## src/rtl/mdio_master_seq_if.sv

```systemverilog
// Command/response bundle for the Clause 45 MDIO master sequencer.
//   cmd_valid/cmd_ready : one-command-at-a-time handshake
//   cmd_op/prtad/devad/data : frame fields, sampled only on the accept cycle
//   rsp_valid/rsp_rdata/rsp_err : one-cycle completion pulse, read data, TA error
// master modport: the command issuer; slave modport: the sequencer.
interface mdio_master_seq_if;
  logic        cmd_valid;
  logic        cmd_ready;
  logic [1:0]  cmd_op;
  logic [4:0]  cmd_prtad;
  logic [4:0]  cmd_devad;
  logic [15:0] cmd_data;
  logic        rsp_valid;
  logic [15:0] rsp_rdata;
  logic        rsp_err;

  modport master (
    output cmd_valid, cmd_op, cmd_prtad, cmd_devad, cmd_data,
    input  cmd_ready, rsp_valid, rsp_rdata, rsp_err
  );

  modport slave (
    input  cmd_valid, cmd_op, cmd_prtad, cmd_devad, cmd_data,
    output cmd_ready, rsp_valid, rsp_rdata, rsp_err
  );
endinterface

```

## src/rtl/mdio_master_seq.sv

```systemverilog
// Clause 45 MDIO station-management frame sequencer.
// Accepts one command over bus (slave modport), derives MDC from PCLK and
// serialises preamble, ST, OP, PRTAD, DEVAD, TA, DATA; returns read data and
// a turnaround-error flag with a one-cycle rsp_valid pulse.
// Ports:
//   PCLK, PRESETn : clock, synchronous active-low reset
//   bus           : command/response handshake bundle
//   busy          : frame in progress (cmd_ready is its complement)
//   MDC           : management clock, PCLK/(2*DIV)
//   MDIO_out/mdio_oe : serial data out and its pad enable
//   MDIO_in       : serial data in, already synchronised to PCLK
module mdio_master_seq #(
  parameter int unsigned DIV     = 2,
  parameter int unsigned PRE_LEN = 32
) (
  input  logic              PCLK,
  input  logic              PRESETn,
  mdio_master_seq_if.slave  bus,
  output logic              busy,
  output logic              MDC,
  output logic              MDIO_out,
  output logic              mdio_oe,
  input  logic              MDIO_in
);

  localparam int unsigned CNT_W = 8;
  localparam int unsigned IDX_W = 6;
  localparam int unsigned N     = PRE_LEN + 32;

  localparam logic [CNT_W-1:0] DIV_LAST = CNT_W'(DIV - 1);
  localparam logic [IDX_W-1:0] IDX_LAST = IDX_W'(N - 1);
  localparam logic [IDX_W:0]   PRE_W    = (IDX_W + 1)'(PRE_LEN);

  typedef enum logic [1:0] {IDLE, LOW, HIGH} state_t;

  state_t           state;
  logic [CNT_W-1:0] div_cnt;
  logic [IDX_W-1:0] bit_idx;
  logic [1:0]       op_q;
  logic [4:0]       prtad_q;
  logic [4:0]       devad_q;
  logic [15:0]      data_q;
  logic [15:0]      rd_sh;
  logic             ta_err;

  logic             sample_c;
  logic [IDX_W:0]   rel_c;
  logic [15:0]      rd_next_c;

  // {oe, value} for frame bit idx. Position is taken relative to the end of
  // the preamble; a negative offset (MSB set) means a preamble bit.
  // Read-type opcodes (op[1]=1) release the line from the first TA bit on.
  function automatic logic [1:0] frame_bit(
    input logic [IDX_W-1:0] idx,
    input logic [1:0]       op,
    input logic [4:0]       prtad,
    input logic [4:0]       devad,
    input logic [15:0]      data
  );
    logic [IDX_W:0]   rel;
    logic [IDX_W-1:0] r;
    logic             oe;
    logic             val;
    rel = {1'b0, idx} - PRE_W;
    r   = rel[IDX_W-1:0];
    oe  = 1'b1;
    val = 1'b1;
    if (!rel[IDX_W]) begin
      if (r < 6'd2)       val = 1'b0;
      else if (r < 6'd4)  val = op[~r[0]];
      else if (r < 6'd9)  val = prtad[3'(6'd8 - r)];
      else if (r < 6'd14) val = devad[3'(6'd13 - r)];
      else if (op[1]) begin
        oe  = 1'b0;
        val = 1'b1;
      end
      else if (r == 6'd14) val = 1'b1;
      else if (r == 6'd15) val = 1'b0;
      else                 val = data[4'(6'd31 - r)];
    end
    return {oe, val};
  endfunction

  // Read shift register value including this cycle's sample, so the last
  // data bit is captured even when the sample and frame end coincide (DIV=1).
  always_comb begin
    sample_c  = (state == HIGH) && (div_cnt == '0);
    rel_c     = {1'b0, bit_idx} - PRE_W;
    rd_next_c = rd_sh;
    if (sample_c && !rel_c[IDX_W] && (rel_c[IDX_W-1:0] >= 6'd16))
      rd_next_c = {rd_sh[14:0], MDIO_in};
  end

  // Sequencer: bit timing, serialisation, sampling and response.
  always_ff @(posedge PCLK) begin
    if (!PRESETn) begin
      state         <= IDLE;
      div_cnt       <= '0;
      bit_idx       <= '0;
      op_q          <= '0;
      prtad_q       <= '0;
      devad_q       <= '0;
      data_q        <= '0;
      rd_sh         <= '0;
      ta_err        <= 1'b0;
      busy          <= 1'b0;
      bus.cmd_ready <= 1'b1;
      bus.rsp_valid <= 1'b0;
      bus.rsp_rdata <= '0;
      bus.rsp_err   <= 1'b0;
      MDC           <= 1'b0;
      MDIO_out      <= 1'b1;
      mdio_oe       <= 1'b0;
    end else begin
      bus.rsp_valid <= 1'b0;
      rd_sh         <= rd_next_c;
      if (sample_c && !rel_c[IDX_W] && (rel_c[IDX_W-1:0] == 6'd15))
        ta_err <= MDIO_in;

      case (state)
        IDLE: begin
          if (bus.cmd_valid && bus.cmd_ready) begin
            op_q                <= bus.cmd_op;
            prtad_q             <= bus.cmd_prtad;
            devad_q             <= bus.cmd_devad;
            data_q              <= bus.cmd_data;
            state               <= LOW;
            div_cnt             <= '0;
            bit_idx             <= '0;
            busy                <= 1'b1;
            bus.cmd_ready       <= 1'b0;
            MDC                 <= 1'b0;
            {mdio_oe, MDIO_out} <= frame_bit(IDX_W'(0), bus.cmd_op, bus.cmd_prtad,
                                             bus.cmd_devad, bus.cmd_data);
          end
        end

        LOW: begin
          if (div_cnt == DIV_LAST) begin
            div_cnt <= '0;
            state   <= HIGH;
            MDC     <= 1'b1;
          end else begin
            div_cnt <= div_cnt + CNT_W'(1);
          end
        end

        HIGH: begin
          if (div_cnt == DIV_LAST) begin
            div_cnt <= '0;
            MDC     <= 1'b0;
            if (bit_idx == IDX_LAST) begin
              state         <= IDLE;
              busy          <= 1'b0;
              bus.cmd_ready <= 1'b1;
              bus.rsp_valid <= 1'b1;
              MDIO_out      <= 1'b1;
              mdio_oe       <= 1'b0;
              if (op_q[1]) begin
                bus.rsp_rdata <= rd_next_c;
                bus.rsp_err   <= ta_err;
              end else begin
                bus.rsp_err   <= 1'b0;
              end
            end else begin
              state               <= LOW;
              bit_idx             <= bit_idx + IDX_W'(1);
              {mdio_oe, MDIO_out} <= frame_bit(bit_idx + IDX_W'(1), op_q, prtad_q,
                                               devad_q, data_q);
            end
          end else begin
            div_cnt <= div_cnt + CNT_W'(1);
          end
        end

        default: state <= IDLE;
      endcase
    end
  end

endmodule

```

## src/flat_wrapper.sv

```systemverilog
// flat-port wrapper written by rule: the top's interface ports become plain ports
module mdio_master_seq_flat 
#(
  parameter int unsigned DIV     = 2,
  parameter int unsigned PRE_LEN = 32
)
  (PCLK, PRESETn, busy, MDC, MDIO_out, mdio_oe, MDIO_in, bus_cmd_valid, bus_cmd_op, bus_cmd_prtad, bus_cmd_devad, bus_cmd_data, bus_cmd_ready, bus_rsp_valid, bus_rsp_rdata, bus_rsp_err);
  mdio_master_seq_if bus_i ();
  input  logic PCLK;
  input  logic PRESETn;
  output logic busy;
  output logic MDC;
  output logic MDIO_out;
  output logic mdio_oe;
  input  logic MDIO_in;
  input wire logic [$bits(bus_i.cmd_valid)-1:0] bus_cmd_valid;
  input wire logic [$bits(bus_i.cmd_op)-1:0] bus_cmd_op;
  input wire logic [$bits(bus_i.cmd_prtad)-1:0] bus_cmd_prtad;
  input wire logic [$bits(bus_i.cmd_devad)-1:0] bus_cmd_devad;
  input wire logic [$bits(bus_i.cmd_data)-1:0] bus_cmd_data;
  output wire logic [$bits(bus_i.cmd_ready)-1:0] bus_cmd_ready;
  output wire logic [$bits(bus_i.rsp_valid)-1:0] bus_rsp_valid;
  output wire logic [$bits(bus_i.rsp_rdata)-1:0] bus_rsp_rdata;
  output wire logic [$bits(bus_i.rsp_err)-1:0] bus_rsp_err;
  assign bus_i.cmd_valid = bus_cmd_valid;
  assign bus_i.cmd_op = bus_cmd_op;
  assign bus_i.cmd_prtad = bus_cmd_prtad;
  assign bus_i.cmd_devad = bus_cmd_devad;
  assign bus_i.cmd_data = bus_cmd_data;
  assign bus_cmd_ready = bus_i.cmd_ready;
  assign bus_rsp_valid = bus_i.rsp_valid;
  assign bus_rsp_rdata = bus_i.rsp_rdata;
  assign bus_rsp_err = bus_i.rsp_err;
  mdio_master_seq #(.DIV(DIV), .PRE_LEN(PRE_LEN)) u_core (.PCLK(PCLK), .PRESETn(PRESETn), .bus(bus_i), .busy(busy), .MDC(MDC), .MDIO_out(MDIO_out), .mdio_oe(mdio_oe), .MDIO_in(MDIO_in));
endmodule
```

## config.mk

```make
export PLATFORM = sky130hd
export DESIGN_NAME = mdio_master_seq_flat
export DESIGN_NICKNAME = d
export VERILOG_FILES = /design/src/rtl/mdio_master_seq_if.sv /design/src/rtl/mdio_master_seq.sv /design/src/flat_wrapper.sv
export SDC_FILE = /design/constraint.sdc
export NUM_CORES = 1
export LEC_CHECK = 0
export CORE_MARGIN = 4
export CORE_UTILIZATION = 57
export CTS_BUF_LIST = sky130_fd_sc_hd__clkbuf_8
export DETAILED_ROUTE_END_ITERATION = 16
export HOLD_SLACK_MARGIN = 0.03
export PLACE_DENSITY = 0.83
export SYNTH_ARGS = -nofsm -noshare
export SYNTH_HDL_FRONTEND = slang
export SYNTH_SLANG_ARGS = --single-unit
```

## constraint.sdc

```tcl
create_clock -name PCLK -period 4.1 [get_ports PCLK]
set_input_delay 0.82 -clock PCLK [delete_from_list [all_inputs] [get_ports PCLK]]
set_output_delay 0.82 -clock PCLK [all_outputs]
set_load 0.1 [all_outputs]
```

==> Word level (Yosys, flattened, before mapping) <==
Index checks and enable logic that the tools add are counted.
{ "totals": {"ff_bits": 84, "input_bits": 32, "out_inout_bits": 23, "elab_cells": 122} }
{ "classes": {"n_addsub": 7, "order_cmp": 9, "n_eq_ne": 12, "mux": 54, "n_bitwise": 1, "n_reduce_logical": 22} }
{ "ops": {"columns": ["cell", "n"], "rows": [
  ["1-bit two-way mux", 34],
  ["6-bit by 4-bit equality test with 1-bit output, second input constant", 3],
  ["6-bit two-way mux", 3],
  ["16-bit two-way mux", 1],
  ["8-bit two-way mux", 2],
  ["8-bit case mux with 2 select lines", 1],
  ["4-bit AND reduction", 4],
  ["6-bit by 6-bit subtractor with 7-bit output, second input constant", 2],
  ["6-bit by 4-bit < comparator with 1-bit output, second input constant", 2],
  ["6-bit case mux with 2 select lines", 1],
  ["3-bit AND reduction", 4],
  ["8-bit by 1-bit adder with 8-bit output, second input constant", 1],
  ["8-bit by 1-bit equality test with 1-bit output, second input constant", 1],
  ["8-bit logical NOT", 1],
  ["3-bit by 4-bit < comparator with 1-bit output, second input constant", 2],
  ["1-bit case mux with 2 select lines", 4],
  ["6-bit by 1-bit adder with 6-bit output, second input constant", 1],
  ["1-bit binary-select mux with 3-bit select", 2],
  ["6-bit equality test, second input constant", 1],
  ["6-bit by 5-bit >= comparator with 1-bit output, second input constant", 1],
  ["6-bit by 2-bit < comparator with 1-bit output, second input constant", 1],
  ["6-bit by 3-bit < comparator with 1-bit output, second input constant", 1],
  ["2-bit two-way mux", 3],
  ["2-bit inequality test, second input constant", 3],
  ["19 further kinds", 26]
]} }

==> Depth between registers and ports, before layout <==
{ "depth": {"word_depth": 16, "depth_mapped": 13, "ltp_nobuf": 10} }

==> Least setup slack after synthesis <==
No wires, ideal clock.
{ "synth_path": {"path_type": "register to register", "from": "register u_core.bit_idx[0]", "to": "register u_core.MDIO_out", "setup_time_ns": 0.125, "t_arrival_ns": 3.167, "t_required_ns": 3.975, "path_slack_ns": 0.808, "path_stages_with_launch": 14, "path_buffers": 3, "period_less_slack_ns": 3.292, "path_cell_list": "dfxtp_1 -> clkbuf_1 -> clkbuf_1 -> inv_1 -> ha_1 -> buf_1 -> inv_1 -> ha_1 -> mux2_2 -> a221oi_1 -> o211ai_1 -> o32a_1 -> a21boi_0 -> o31ai_1"} }
{ "synth_via": {"elab_chain_cells": 16, "word_cells_on_any_way": 31, "cone_classes": "add/sub: 5; order compare: 4; eq/ne: 3; mux: 19"} }
{ "synth_lines": {"columns": ["element", "line_no", "rtl"], "rows": [
  ["start, declared", "mdio_master_seq.sv:38", "logic [IDX_W-1:0] bit_idx;"],
  ["start signal, assigned", "mdio_master_seq.sv:167", "bit_idx <= bit_idx + IDX_W'(1);"],
  ["6-bit by 1-bit adder with 6-bit output", "mdio_master_seq.sv:168", "{mdio_oe, MDIO_out} <= frame_bit(bit_idx + IDX_W'(1), op_q, prtad_q,"],
  ["6-bit by 6-bit subtractor with 7-bit output", "mdio_master_seq.sv:64", "rel = {1'b0, idx} - PRE_W;"],
  ["4-bit subtractor", "mdio_master_seq.sv:79", "else val = data[4'(6'd31 - r)];"],
  ["1-bit binary-select mux with 4-bit select", "mdio_master_seq.sv:79", null],
  ["1-bit two-way mux (implied by the code)", "mdio_master_seq.sv:79", null],
  ["1-bit two-way mux", "mdio_master_seq.sv:78", "else if (r == 6'd15) val = 1'b0;"],
  ["1-bit two-way mux", "mdio_master_seq.sv:77", "else if (r == 6'd14) val = 1'b1;"],
  ["1-bit two-way mux", "mdio_master_seq.sv:73", "else if (op[1]) begin"],
  ["1-bit two-way mux", "mdio_master_seq.sv:72", "else if (r < 6'd14) val = devad[3'(6'd13 - r)];"],
  ["1-bit two-way mux", "mdio_master_seq.sv:71", "else if (r < 6'd9) val = prtad[3'(6'd8 - r)];"],
  ["1-bit two-way mux", "mdio_master_seq.sv:70", "else if (r < 6'd4) val = op[~r[0]];"],
  ["1-bit two-way mux", "mdio_master_seq.sv:69", "if (r < 6'd2) val = 1'b0;"],
  ["1-bit two-way mux", "mdio_master_seq.sv:68", "if (!rel[IDX_W]) begin"],
  ["1-bit two-way mux *", "mdio_master_seq.sv:152", "if (bit_idx == IDX_LAST) begin"],
  ["1-bit two-way mux *", "mdio_master_seq.sv:149", "if (div_cnt == DIV_LAST) begin"],
  ["1-bit case mux with 2 select lines *", "mdio_master_seq.sv:120", "case (state)"],
  ["end signal, assigned", "mdio_master_seq.sv:133", "{mdio_oe, MDIO_out} <= frame_bit(IDX_W'(0), bus.cmd_op, bus.cmd_prtad,"],
  ["end signal, assigned", "mdio_master_seq.sv:168", null],
  ["end, declared", "mdio_master_seq.sv:21", "output logic MDIO_out,"]
]} }
Mark *: on every way between the ends. The rest lies on a longest branch, timed or not. The select of a mux whose other input is x is not followed.
A chain may end at the register's enable or synchronous reset.

==> Worst setup path after layout <==
Ends and elaborated chain as after synthesis.

==> out/qor.tcl <==
set qor(detailedRoute.firstPassIterationCount) 5
set qor(first_pass_grt_wire_length_um) 14320
set qor(grt_pass1_vias) 3201
set qor(finalClockSkew_ps) 13.79
set qor(clkSinkCount) 84
set qor(finalCritPeriodShare) 0.7567
set qor(clkLatencyLatePin_ps) 360
set qor(cts_max_level) 3
set qor(post_route_cells_drive_above_1_share) 0.1111
set qor(final_common_cell) {sky130_fd_sc_hd__dfxtp_1}
set qor(final_max_slew_viol_count) 0
set qor(detail_route.vias_per_cell) 5.670
set qor(ordered_list_of_cells_on_the_worst_path) {ha_1 > xor2_1 > ha_1 > mux2_2 > a221oi_1 > o211ai_1 > o32a_1 > a21boi_0 > o31ai_1}
set qor(start_kind) {register}
set qor(synth-async-reset-ratio) 0
set qor(antenna_violations_before_repair) 0
set qor(max-clock-path-buffers) 2
set qor(setup_viol_count_final) 0
set qor(power_density_nw_per_um2) 467.3
set qor(die_height_um) 91.96
set qor(synth_area_per_cell_um2) 8.849
set qor(r2r_path_start) {u_core.bit_idx[0]}
set qor(setup_slack_after_placement_ps) 1062
set qor(min_to) {u_core.prtad_q[3]}
set qor(synth-seq-cells) 84
set qor(kind_of_capture_point_of_the_worst_setup_path) {register}
set qor(holdCritStartpoint) {u_core.prtad_q[3]}
set qor(synth_area_leaders) {sky130_fd_sc_hd__dfxtp_1, sky130_fd_sc_hd__nand2_1, sky130_fd_sc_hd__a21oi_1}
set qor(coreArea_um2) 6832
set qor(seq_area_um2) 1682
set qor(finalWorstSetupSlack_ps) 997.4
set qor(post_cts_setup_buffers) 0
set qor(rr_worst_depth) 9
set qor(ant_diodes) 0
set qor(die_area_um2) 8456
set qor(fillCellCount) 541
set qor(tightestPinTransition_ps) 1012
set qor(gp_congestion) 0.8942
set qor(initial_util) 0.5881
set qor(reg2reg_slack_ps) 1000
set qor(ys_types) 53
set qor(clock.fmax_mhz) 322.3
set qor(drc_violation_count_after_routing) 0
set qor(synth_enable_flop_cells) 0
set qor(cts_hold_repair.buffers) 0
set qor(layout_min_cycle_time_ps) 3103
set qor(cpPeakStageDelay_ps) 690
set qor(synth_sequential_area_ratio) 0.4186
set qor(layout_nets) 534
set qor(mostFrequentLayoutCells) {sky130_fd_sc_hd__dfxtp_1, sky130_fd_sc_hd__nand2_1, sky130_fd_sc_hd__clkdlybuf4s50_1}
set qor(run_status) {finished clean}
set qor(tritoncts) {done}
set qor(finalHoldViolations) 0
set qor(slew_headroom) 0.3232
set qor(synth_top_area_share) 0.4186
set qor(critical_path_class) {reg2reg}
set qor(mappedNetlistNets) 498
set qor(yosys.area.top_type) {sky130_fd_sc_hd__dfxtp_1}
set qor(p_leak_nw) 1.812
set qor(setup_total_negative_slack_ps) 0
set qor(synth_cells) 454
set qor(global_route.overflow_total) 0
set qor(ys_warn_count) 0
set qor(hold_path.class) {reg2reg}
set qor(critPathMostFrequentCell) {sky130_fd_sc_hd__ha_1}
set qor(top_level_ports) 55
set qor(number_of_clock_buffers_inserted_by_tritoncts) 9
set qor(buffer_ports.inserted) 54
set qor(global_route.usage.total) 0.2064
set qor(rsz_0062_raised_after_global_routing) {no}
set qor(area_delta_synth_final_pct) 18.37
set qor(worst_hold_path.num_cells) 2
set qor(drt-total-wl_um) 8313
set qor(drt-initial-drc-count) 219
set qor(synth_ff_type) {sky130_fd_sc_hd__dfxtp_1}
set qor(final_antenna_net_count) 0
set qor(cts_repair_resize_count) 0
set qor(timing.max_cap.violations) 0
set qor(num_rows) 30
set qor(r2r-end) {u_core.MDIO_out}
set qor(dpl_wire_length_um) 5820
set qor(worst_setup_hold_path_clk_slew_ps) 100
set qor(maximum_number_of_pins_on_one_net_before_global_route_repair) 41
set qor(cpMaxStageDelayCell) {sky130_fd_sc_hd__ha_1}
set qor(worst-endpoint-required_ps) 4360
set qor(critPathMaxFanout) 20
set qor(peakVddDrop_uv) 802.1
set qor(die_x_um) 91.96
set qor(worstPathArrival_ps) 3360
set qor(synthesis.area_um2) 4018
set qor(clock_tree.root_cell) {sky130_fd_sc_hd__clkbuf_8}
set qor(route.detailed.wl_per_inst_um) 14.07
set qor(multi_input_comb_area_um2) 2132
set qor(routed-via-count) 3351
==> how the worst max path moves through the flow <==
stage	startpoint	slack (ps)	end	depth (start not counted)
after detailed placement	u_core.bit_idx[0]	1060	u_core.MDIO_out	9
after CTS	u_core.bit_idx[0]	1050	u_core.MDIO_out	9
after global routing	u_core.bit_idx[1]	720	u_core.MDIO_out	9
after floorplan	u_core.bit_idx[0]	810	u_core.MDIO_out	13
after global placement	u_core.bit_idx[0]	1170	u_core.MDIO_out	9
final	u_core.bit_idx[0]	1000	u_core.MDIO_out	9
==> per-layer routing <==
metal,wire (um),global-route usage
met1,3625,0.2699
met2,4015,0.3327
met3,529,0.04266
met4,142,0.08416
met5,0,0
==> through the flow <==
stage	hold slack [ps]	instance area [um2]	total power, mW	utilization	instances
detailed placement	444.7	4538	1.602	0.6643	575
finish	457.4	4756	2.222	0.6962	591
floorplan	431.8	4018	1.460	-	454
global route	481.9	4756	2.347	0.6962	591
CTS	457.4	4756	2.241	0.6962	591
global placement	441.8	4538	1.590	0.6643	575
==> flip-flops by register name, indices dropped and copies added (netlist names) <==
name	flops
u_core.bus.rsp_rdata	16
u_core.MDC	1
u_core.mdio_oe	1
u_core.bus.cmd_ready	1
u_core.state	2
u_core.op_q	2
u_core.devad_q	5
u_core.data_q	16
u_core.busy	1
u_core.MDIO_out	1
u_core.bus.rsp_err	1
u_core.rd_sh	16
u_core.ta_err	1
u_core.prtad_q	5
u_core.div_cnt	8
u_core.bit_idx	6
u_core.bus.rsp_valid	1
==> synth_stat cells (5+ instances only) <==
cell type,count
sky130_fd_sc_hd__xor2_1,6
sky130_fd_sc_hd__o31ai_1,5
sky130_fd_sc_hd__inv_1,10
sky130_fd_sc_hd__o21ai_0,9
sky130_fd_sc_hd__a211oi_2,15
sky130_fd_sc_hd__mux2i_1,21
sky130_fd_sc_hd__and2_1,5
sky130_fd_sc_hd__nand3_1,8
sky130_fd_sc_hd__mux2_2,5
sky130_fd_sc_hd__xnor2_1,6
sky130_fd_sc_hd__clkbuf_1,23
sky130_fd_sc_hd__a21oi_1,44
sky130_fd_sc_hd__nor2_1,51
sky130_fd_sc_hd__ha_1,12
sky130_fd_sc_hd__nand2_1,73
sky130_fd_sc_hd__mux4_2,5
sky130_fd_sc_hd__nand4_1,5
sky130_fd_sc_hd__dfxtp_1,84
sky130_fd_sc_hd__and3_1,5
==> cell families (layout without fill, tap and decap cells) <==
kind of cell    after synthesis  after routing  synth area share
compound gates              105            105            0.1875
xor+xnor                     12             12           0.02616
fa+ha+maj                    12             12           0.03737
buf+inv                      43             84           0.05076
flops                        84             84            0.4186
mux                          31             31           0.09436
simple gates                167            167            0.1853
==> worst max-delay path, delay by kind of cell, from the launching register on <==
family / cells / cell delay [ps]
flip-flops: 1 / 510
multiplexers: 1 / 330
adder cells (fa/ha/maj): 2 / 1080
AO/OA/AOI/OAI: 5 / 820
XOR/XNOR: 1 / 240
==> power by group <==
group          internal (mW)  total, mW  switching, mW
combinational          0.218      0.641          0.423
clock                  0.299      0.634          0.335
sequential             0.890      0.947         0.0572
total                   1.41       2.22          0.815
==> final cells by class <==
class                           instances  area share
Sequential cell                        84      0.3536
Inverter                               11    0.008682
Multi-Input combinational cell        327      0.4483
Clock buffer                            9     0.02605
Timing Repair Buffer                   57      0.1184
Tap cell                               96     0.02526
Clock inverter                          7     0.01973
No activity file was read; power rests on OpenSTA's default activity.
